[config.mk]
export PLATFORM = sky130hd
export DESIGN_NAME = input_conditioner
export DESIGN_NICKNAME = d
export VERILOG_FILES = /design/src/rtl/input_conditioner_pkg.sv /design/src/rtl/debounce_channel.sv /design/src/rtl/input_conditioner.sv
export SDC_FILE = /design/constraint.sdc
export NUM_CORES = 1
export LEC_CHECK = 0
export ABC_AREA = 1
export CORE_ASPECT_RATIO = 1.5
export CORE_MARGIN = 2
export CORE_UTILIZATION = 55
export CTS_BUF_LIST = sky130_fd_sc_hd__clkbuf_4 sky130_fd_sc_hd__clkbuf_8
export CTS_CLUSTER_DIAMETER = 60
export DETAILED_ROUTE_END_ITERATION = 16
export GPL_ROUTABILITY_DRIVEN = 0
export PLACE_DENSITY = 0.78
export SKIP_LAST_GASP = 1
export SLEW_MARGIN = 30
export SYNTH_ARGS = -nofsm -noshare
export SYNTH_HDL_FRONTEND = slang
export SYNTH_SLANG_ARGS = --single-unit
[constraint.sdc]
create_clock -name clk -period 2 [get_ports clk]
set_clock_uncertainty 0.15 [all_clocks]
set_input_delay 0.5 -clock clk [delete_from_list [all_inputs] [get_ports clk]]
set_output_delay 0.5 -clock clk [all_outputs]
set_load 0.05 [all_outputs]
[src/rtl/input_conditioner_pkg.sv]
// Shared definitions for the input conditioner: default sizing and the
// per-channel debounce state encoding.
package input_conditioner_pkg;

  localparam int DEFAULT_WIDTH           = 4;
  localparam int DEFAULT_DEBOUNCE_CYCLES = 8;

  // STABLE_* states mean the accepted level matches the sample. WAIT_*
  // states mean a candidate new level is being counted toward acceptance.
  typedef enum logic [1:0] {
    STABLE_LOW  = 2'b00,
    WAIT_HIGH   = 2'b01,
    STABLE_HIGH = 2'b10,
    WAIT_LOW    = 2'b11
  } chanState_e;

endpackage

[src/rtl/debounce_channel.sv]
// One debounced input channel. It contains a two-flop synchronizer, a
// four-state acceptance FSM and a saturating stability counter. Level and
// edge pulses are all registered, so raw_i has no combinational path to
// any output.
module debounce_channel
  import input_conditioner_pkg::*;
#(
  parameter int DEBOUNCE_CYCLES = DEFAULT_DEBOUNCE_CYCLES
) (
  input  logic clk,
  input  logic reset,
  input  logic raw_i,
  input  logic sampleEn_i,
  output logic level_o,
  output logic rise_o,
  output logic fall_o
);

  localparam int            CW         = $clog2(DEBOUNCE_CYCLES + 1);
  localparam logic [CW-1:0] LAST_COUNT = CW'(DEBOUNCE_CYCLES - 1);
  localparam logic [CW-1:0] ONE        = CW'(1);

  logic          syncMeta_q;
  logic          sample_q;
  chanState_e    state_q, state_d;
  logic [CW-1:0] count_q, count_d;
  logic          level_q, level_d;
  logic          rise_q, rise_d;
  logic          fall_q, fall_d;

  // Bring the asynchronous raw level into the clock domain. The second
  // flop's output is the only version of the input that the FSM sees.
  always_ff @(posedge clk or posedge reset) begin
    if (reset) begin
      syncMeta_q <= 1'b0;
      sample_q   <= 1'b0;
    end else begin
      syncMeta_q <= raw_i;
      sample_q   <= syncMeta_q;
    end
  end

  // FSM, counter, accepted level and pulse registers. Reset drops any
  // partially counted candidate, so a full debounce is needed afterwards.
  always_ff @(posedge clk or posedge reset) begin
    if (reset) begin
      state_q <= STABLE_LOW;
      count_q <= '0;
      level_q <= 1'b0;
      rise_q  <= 1'b0;
      fall_q  <= 1'b0;
    end else begin
      state_q <= state_d;
      count_q <= count_d;
      level_q <= level_d;
      rise_q  <= rise_d;
      fall_q  <= fall_d;
    end
  end

  // Next-state logic. Leaving a STABLE state consumes the first stable
  // sample, so the count starts at 1. Acceptance happens on the sample that
  // arrives while the count equals DEBOUNCE_CYCLES-1, so the counter never
  // goes past that value. An opposite sample in a WAIT state aborts the wait
  // whether or not the strobe is high, and no pulse is produced.
  always_comb begin
    state_d = state_q;
    count_d = count_q;
    level_d = level_q;
    rise_d  = 1'b0;
    fall_d  = 1'b0;
    unique case (state_q)
      STABLE_LOW: begin
        count_d = '0;
        if (sample_q && sampleEn_i) begin
          state_d = WAIT_HIGH;
          count_d = ONE;
        end
      end
      WAIT_HIGH: begin
        if (!sample_q) begin
          state_d = STABLE_LOW;
          count_d = '0;
        end else if (sampleEn_i) begin
          if (count_q == LAST_COUNT) begin
            state_d = STABLE_HIGH;
            count_d = '0;
            level_d = 1'b1;
            rise_d  = 1'b1;
          end else begin
            count_d = count_q + ONE;
          end
        end
      end
      STABLE_HIGH: begin
        count_d = '0;
        if (!sample_q && sampleEn_i) begin
          state_d = WAIT_LOW;
          count_d = ONE;
        end
      end
      WAIT_LOW: begin
        if (sample_q) begin
          state_d = STABLE_HIGH;
          count_d = '0;
        end else if (sampleEn_i) begin
          if (count_q == LAST_COUNT) begin
            state_d = STABLE_LOW;
            count_d = '0;
            level_d = 1'b0;
            fall_d  = 1'b1;
          end else begin
            count_d = count_q + ONE;
          end
        end
      end
      default: begin
        state_d = STABLE_LOW;
        count_d = '0;
        level_d = 1'b0;
      end
    endcase
  end

  assign level_o = level_q;
  assign rise_o  = rise_q;
  assign fall_o  = fall_q;

endmodule

[src/rtl/input_conditioner.sv]
// Multi-channel input conditioner. It uses one independent debounce
// channel per raw input bit. All channels share the clock, the reset and
// the sample strobe, so transitions on several channels at the same time
// produce pulses in the same cycle.
module input_conditioner
  import input_conditioner_pkg::*;
#(
  parameter int WIDTH           = DEFAULT_WIDTH,
  parameter int DEBOUNCE_CYCLES = DEFAULT_DEBOUNCE_CYCLES
) (
  input  logic             clk,
  input  logic             reset,
  input  logic [WIDTH-1:0] raw_in,
  input  logic             sample_en,
  output logic [WIDTH-1:0] level_out,
  output logic [WIDTH-1:0] rise_pulse,
  output logic [WIDTH-1:0] fall_pulse
);

  for (genvar ch = 0; ch < WIDTH; ch++) begin : gChannel
    debounce_channel #(
      .DEBOUNCE_CYCLES(DEBOUNCE_CYCLES)
    ) uChannel (
      .clk       (clk),
      .reset     (reset),
      .raw_i     (raw_in[ch]),
      .sampleEn_i(sample_en),
      .level_o   (level_out[ch]),
      .rise_o    (rise_pulse[ch]),
      .fall_o    (fall_pulse[ch])
    );
  end

endmodule
=== Word level (Yosys, flattened, before mapping) ===
Cells that the tools add are included.

* Output and inout port bits: 12
* RAM bits: 0
* Input bits: 7
* Bits in read-only memories: 0
* Bits in latches: 0
* Memories kept: 0
* Bits in registers: 44

* $add $sub $neg: 4
* Shifts and indexed selects: 0
* Reductions and logical operators: 28
* Order comparisons: 0
* $mul: 0
* Divide/modulo/power cells: 0
* Equality and inequality tests: 64
* Bitwise gates (word level): 0
* Mux-type cells: 116

{| class="wikitable"
|+ Operator list
! cell !! count
|-
| $mux 2 || 32
|-
| $mux 4 || 16
|-
| $pmux 4 s4 || 4
|-
| $mux 1 || 56
|-
| $ne 2x1->1 const B || 20
|-
| $pmux 2 s4 || 4
|-
| $reduce_and 7->1 || 4
|-
| $ne 2x2->1 const B || 12
|-
| $ne 3x3->1 const B || 8
|-
| $reduce_and 6->1 || 4
|-
| $add 4x1->4 const B || 4
|-
| $eq 2x2->1 const B || 8
|-
| $eq 4x3->1 const B || 4
|-
| $ne 3x1->1 const B || 4
|-
| $ne 3x2->1 const B || 4
|-
| $eq 2x1->1 const B || 4
|-
| $logic_and 1x1->1 || 8
|-
| $logic_not 2->1 || 4
|-
| $pmux 1 s2 || 4
|-
| $reduce_bool 2->1 || 4
|-
| $logic_not 1->1 || 4
|}

=== Longest topological paths before layout ===
* Depth after elaboration: 5
* Mapped depth: 9
* Depth with buffers taken out: 8

=== Cells and area by module ===
From an unflattened synthesis, not the netlist that was laid out.

* Cells, all modules: 220
* Area total of the unflattened synthesis: 2,042.0 um^2

{| class="wikitable"
|+ By module, submodules not included
! module !! cells an instance !! sequential area each (um^2) !! area each (um^2) !! instances
|-
| debounce_channel || 55 || 275.3 || 510.5 || 4
|}

=== Least setup slack after synthesis ===
No wires, ideal clock.

* Kind: register to register
* Start: register gChannel[2].uChannel.count_q[0]
* End: register gChannel[2].uChannel.count_q[2]
* Setup slack: 0.703 ns
* Cell stages (with the launch flop): 7
* Path buffers: 0
* Arrival time: 1.033 ns
* Period minus slack after synthesis: 1.297 ns
* Required time: 1.736 ns
* Cells stage by stage: dfrtp_1 ha_1 nand2_1 inv_2 or2_2 nand3_1 inv_1

* Longest elaborated chain between the ends: 5

{| class="wikitable"
|+ Ends and longest elaborated chain
! what !! RTL line !! source
|-
| from (decl) || debounce_channel.sv:26 || <nowiki>logic [CW-1:0] count_q, count_d;</nowiki>
|-
| from (signal assigned) || debounce_channel.sv:54 || <nowiki>count_q <= count_d;</nowiki>
|-
| $add 4x1->4 or $eq 4x3->1 (tied branches) || n/a ||
|-
| $mux 4 * || debounce_channel.sv:85, debounce_channel.sv:107 ||
|-
| $mux 4 * || debounce_channel.sv:106 || <nowiki>end else if (sampleEn_i) begin</nowiki>
|-
| $mux 4 (on tied branches) || debounce_channel.sv:103, debounce_channel.sv:81 ||
|-
| $pmux 4 s4 * || debounce_channel.sv:72 || <nowiki>unique case (state_q)</nowiki>
|-
| via gChannel[2].uChannel.count_d[2] || debounce_channel.sv:26 ||
|}

Mark *: on every way through the listed nets, which the timed path passes. The rest lies on a longest branch.
A chain may end at the register's enable or synchronous reset.

=== Final worst setup path ===
* Start: input port sample_en
* End: register gChannel[1].uChannel.count_q[0]

* Longest elaborated chain between the ends: 3

{| class="wikitable"
|+ Ends and longest elaborated chain
! what !! RTL line !! source
|-
| from (decl) || input_conditioner.sv:14 || <nowiki>input logic sample_en,</nowiki>
|-
| $mux 4, or another cell as far along (2 in series) || n/a ||
|-
| $pmux 4 s4 * || debounce_channel.sv:72 ||
|-
| via gChannel[1].uChannel.count_d[0] || debounce_channel.sv:26 ||
|-
| to (signal assigned) || debounce_channel.sv:54 ||
|-
| to (decl) || debounce_channel.sv:26 ||
|}

Marks and branches as above.

==> summary.txt <==
Outcome
  • Status: completed

Worst setup path
  • CP max FO: 14
  • Worst setup path class: primary input to register
  • Worst setup EP type: register
  • Top delay family on crit path: buffers and inverters
  • Cells along the critical path: clkdlybuf4s50_1, buf_4, xor2_1, nand3_1, a21boi_0
  • CP bufs+invs: 2
  • Data arrival, critical path: 1.78 ns
  • Crit path launch type: primary input
  • Crit-path slowest cell: clkdlybuf4s50_1
  • Crit-path max cell delay: 0.57 ns
  • Worst path required time: 2.05 ns

Floorplan
  • Die ar.: 4370 µm²
  • Initial Util: 57.5%
  • Number of placed I/O pins: 19
  • Core Region: 3680 µm²
  • Die Y: 80.0 µm
  • Die width: 54.7 µm
  • Row count: 27

Power
  • Pwr per Cell Area: 1040 nW/µm²
  • Total Power: 2.42 mW
  • Worst VDD drop: 0.674 mV
  • Pleak: 1.19 nW

STA
  • Rel. slew slack: 82.0%
  • Fmax: 0.575 GHz
  • Final hold vios: 0
  • Final worst-path cycle share: 86.9%
  • Slew Viols, Final: 0
  • Setup-failing EPs final: 0
  • RSZ-0062 raised after global routing: false
  • Fin crit period: 1.74 ns
  • Worst-margin pin slew: 0.270 ns

Synth
  • Synth unique cells: 28
  • Post-Synthesis Cells: 243
  • Number of synthesized flops with an enable pin: 0
  • Mapped Area: 2120 µm²
  • Async SR Flop Fraction: 100%
  • Avg Inst Size Synth: 8.71 µm²
  • Register area share after synthesis: 52.0%
  • Largest cells by area after synthesis: dfrtp_1 (52%), nand2_1 (8.2%), nor2_1 (5.5%)
  • Syn_nets: 254
  • Yosys top cell by area: dfrtp_1
  • FF+latch count, synth: 44
  • Main synth FF type: dfrtp_1
  • Synth warn: 0
  • Top-area cell type share of the netlist area: 52.0%

Clock network
  • H-tree depth: 2
  • Number of post-CTS setup repair buffers: 0
  • CTS tree: yes
  • Clk buf depth: 2
  • Root Buffer: clkbuf_8
  • Num CTS Buffers: 5
  • Cts repair resizes: 0
  • Clk_lat worst skew: 0.29 ns
  • Hold Buf Count CTS: 0
  • CTS clk-pin slew, worst paths: 0.08 ns
  • # clock sinks: 44

Min path
  • Hold WC Path Type: register to register

Global routing
  • Initial antenna violation count: 0
  • Global-route wire length before repair: 5900 µm
  • Congestion Overflow GR: 0
  • Total track usage: 18.4%
  • Largest net degree at the start of global routing: 45
  • Vias in the first global route: 1449

Cells and area
  • Fillers: 334
  • Final core area utilization: 63.0%
  • Final-stage net count: 264
  • Ratio of cells with drive above 1 in the final layout: 13.4%
  • # diodes: 0
  • Area Overhead vs Synth: 9.63%

Routing
  • Final ANT Viol Nets: 0
  • Residual DRC: 0
  • WL per Instance: 11.3 µm
  • Avg Vias per Cell: 5.19
  • TritonRoute pass-1 iters: 4
  • Starting DRC count in detailed routing: 58
  • Final WL: 3350 µm
  • DR vias: 1540

Placed design
  • Detail Placement HPWL: 2400 µm
  • Port buffer count: 18

Flow run
  • Max-cap violations: 0
metrics by stage:
step	worst slack, ns	hold slack, ns	instance area, µm²	setup TNS [ns]	cells
after global routing	0.136	0.215	2320	0	297
after floorplan	0.319	0.181	2120	0	243
after detailed placement	-0.0553	0.190	2230	-0.120	289
final	0.262	0.202	2320	0	297
after CTS	0.246	0.208	2320	0	297
after global placement	0.0154	0.183	2230	0	289
metal layers:
metal / wire length, µm / up-vias / global-route usage, % / part of all wire [%]
met4: 57 / 0 / 6.75 / 1.7
met3: 83 / 5 / 3.93 / 2.5
li1: - / 785 / - / -
met2: 1820 / 17 / 32.6 / 54
met5: 0 / - / 0 / 0
met1: 1390 / 733 / 20.5 / 42
cells by family after synthesis:
logic type	count (synthesis)	synth area share, %
flip-flops	44	52.0
buffers and inverters	46	11.0
adder cells (fa/ha/maj)	4	2.36
XOR/XNOR	7	2.90
AND/OR/NAND/NOR	119	25.7
AO/OA/AOI/OAI	23	6.09
cells in the final DEF (no fill, tap or decap), types with 2 or more instances in the layout:
master / n
a21boi_0: 2
a21oi_1: 15
buf_4: 14
clkbuf_8: 6
clkdlybuf4s50_1: 6
clkinv_2: 2
dfrtp_1: 44
ha_1: 4
inv_1: 25
inv_2: 2
nand2_1: 46
nand3_1: 18
nand3_2: 2
nand4_1: 6
nor2_1: 31
nor2_2: 2
nor3_1: 6
nor3b_2: 2
o21ai_1: 2
or2_1: 2
xor2_1: 7
report_power, final:
part	switching, mW	internal [mW]	total (mW)
Combinational	0.403	0.253	0.656
Clock	0.291	0.276	0.567
Sequential	0.162	1.04	1.20
Total	0.857	1.56	2.42
final cells by class:
type	instances	area, µm²	area share, %
flip-flops and latches	44	1100	47.4
multi-input cells	153	783	33.7
repair buffers	21	185	7.98
inverters	28	105	4.53
clock buffers	6	82.6	3.56
well taps	43	53.8	2.32
clock inverters	2	10.0	0.431
synth_stat cells, types with 2 or more instances:
cell / n
nand3_1: 18
or2_1: 2
nor3b_2: 2
inv_2: 2
nand2_1: 46
o21ai_1: 2
a21oi_1: 15
nand3_2: 2
ha_1: 4
buf_4: 15
dfrtp_1: 44
nor3_1: 6
xor2_1: 7
nand4_1: 6
nor2_1: 31
a21boi_0: 2
inv_1: 26
nor2_2: 2
buf_2: 2
registers in the layout, summed over array words and instances (netlist names), named ones only:
| register | count |
|---|---|
| gChannel.uChannel.rise_o | 4 |
| gChannel.uChannel.count_q | 16 |
| gChannel.uChannel.level_o | 4 |
| gChannel.uChannel.sample_q | 4 |
| gChannel.uChannel.fall_o | 4 |
| gChannel.uChannel.syncMeta_q | 4 |
| gChannel.uChannel.state_q | 4 |
path summary, 6_finish.rpt:
| path | depth (start not counted) | start | slack, ns | endpoint |
|---|---|---|---|---|
| max | 5 | sample_en | 0.26 | gChannel[1].uChannel.count_q[0] |
| min | 0 | gChannel[1].uChannel.syncMeta_q | 0.20 | gChannel[1].uChannel.sample_q |
| max reg2reg | 6 | gChannel[0].uChannel.count_q[0] | 0.56 | register |
| min reg2reg | 0 | gChannel[1].uChannel.syncMeta_q | 0.20 | gChannel[1].uChannel.sample_q |
| max in group asynchronous | 3 | reset | 1.11 | gChannel[3].uChannel.rise_o |
| min in group asynchronous | 3 | reset | 0.38 | gChannel[2].uChannel.sample_q |
Note: power is estimated with default switching activity, not from simulation.
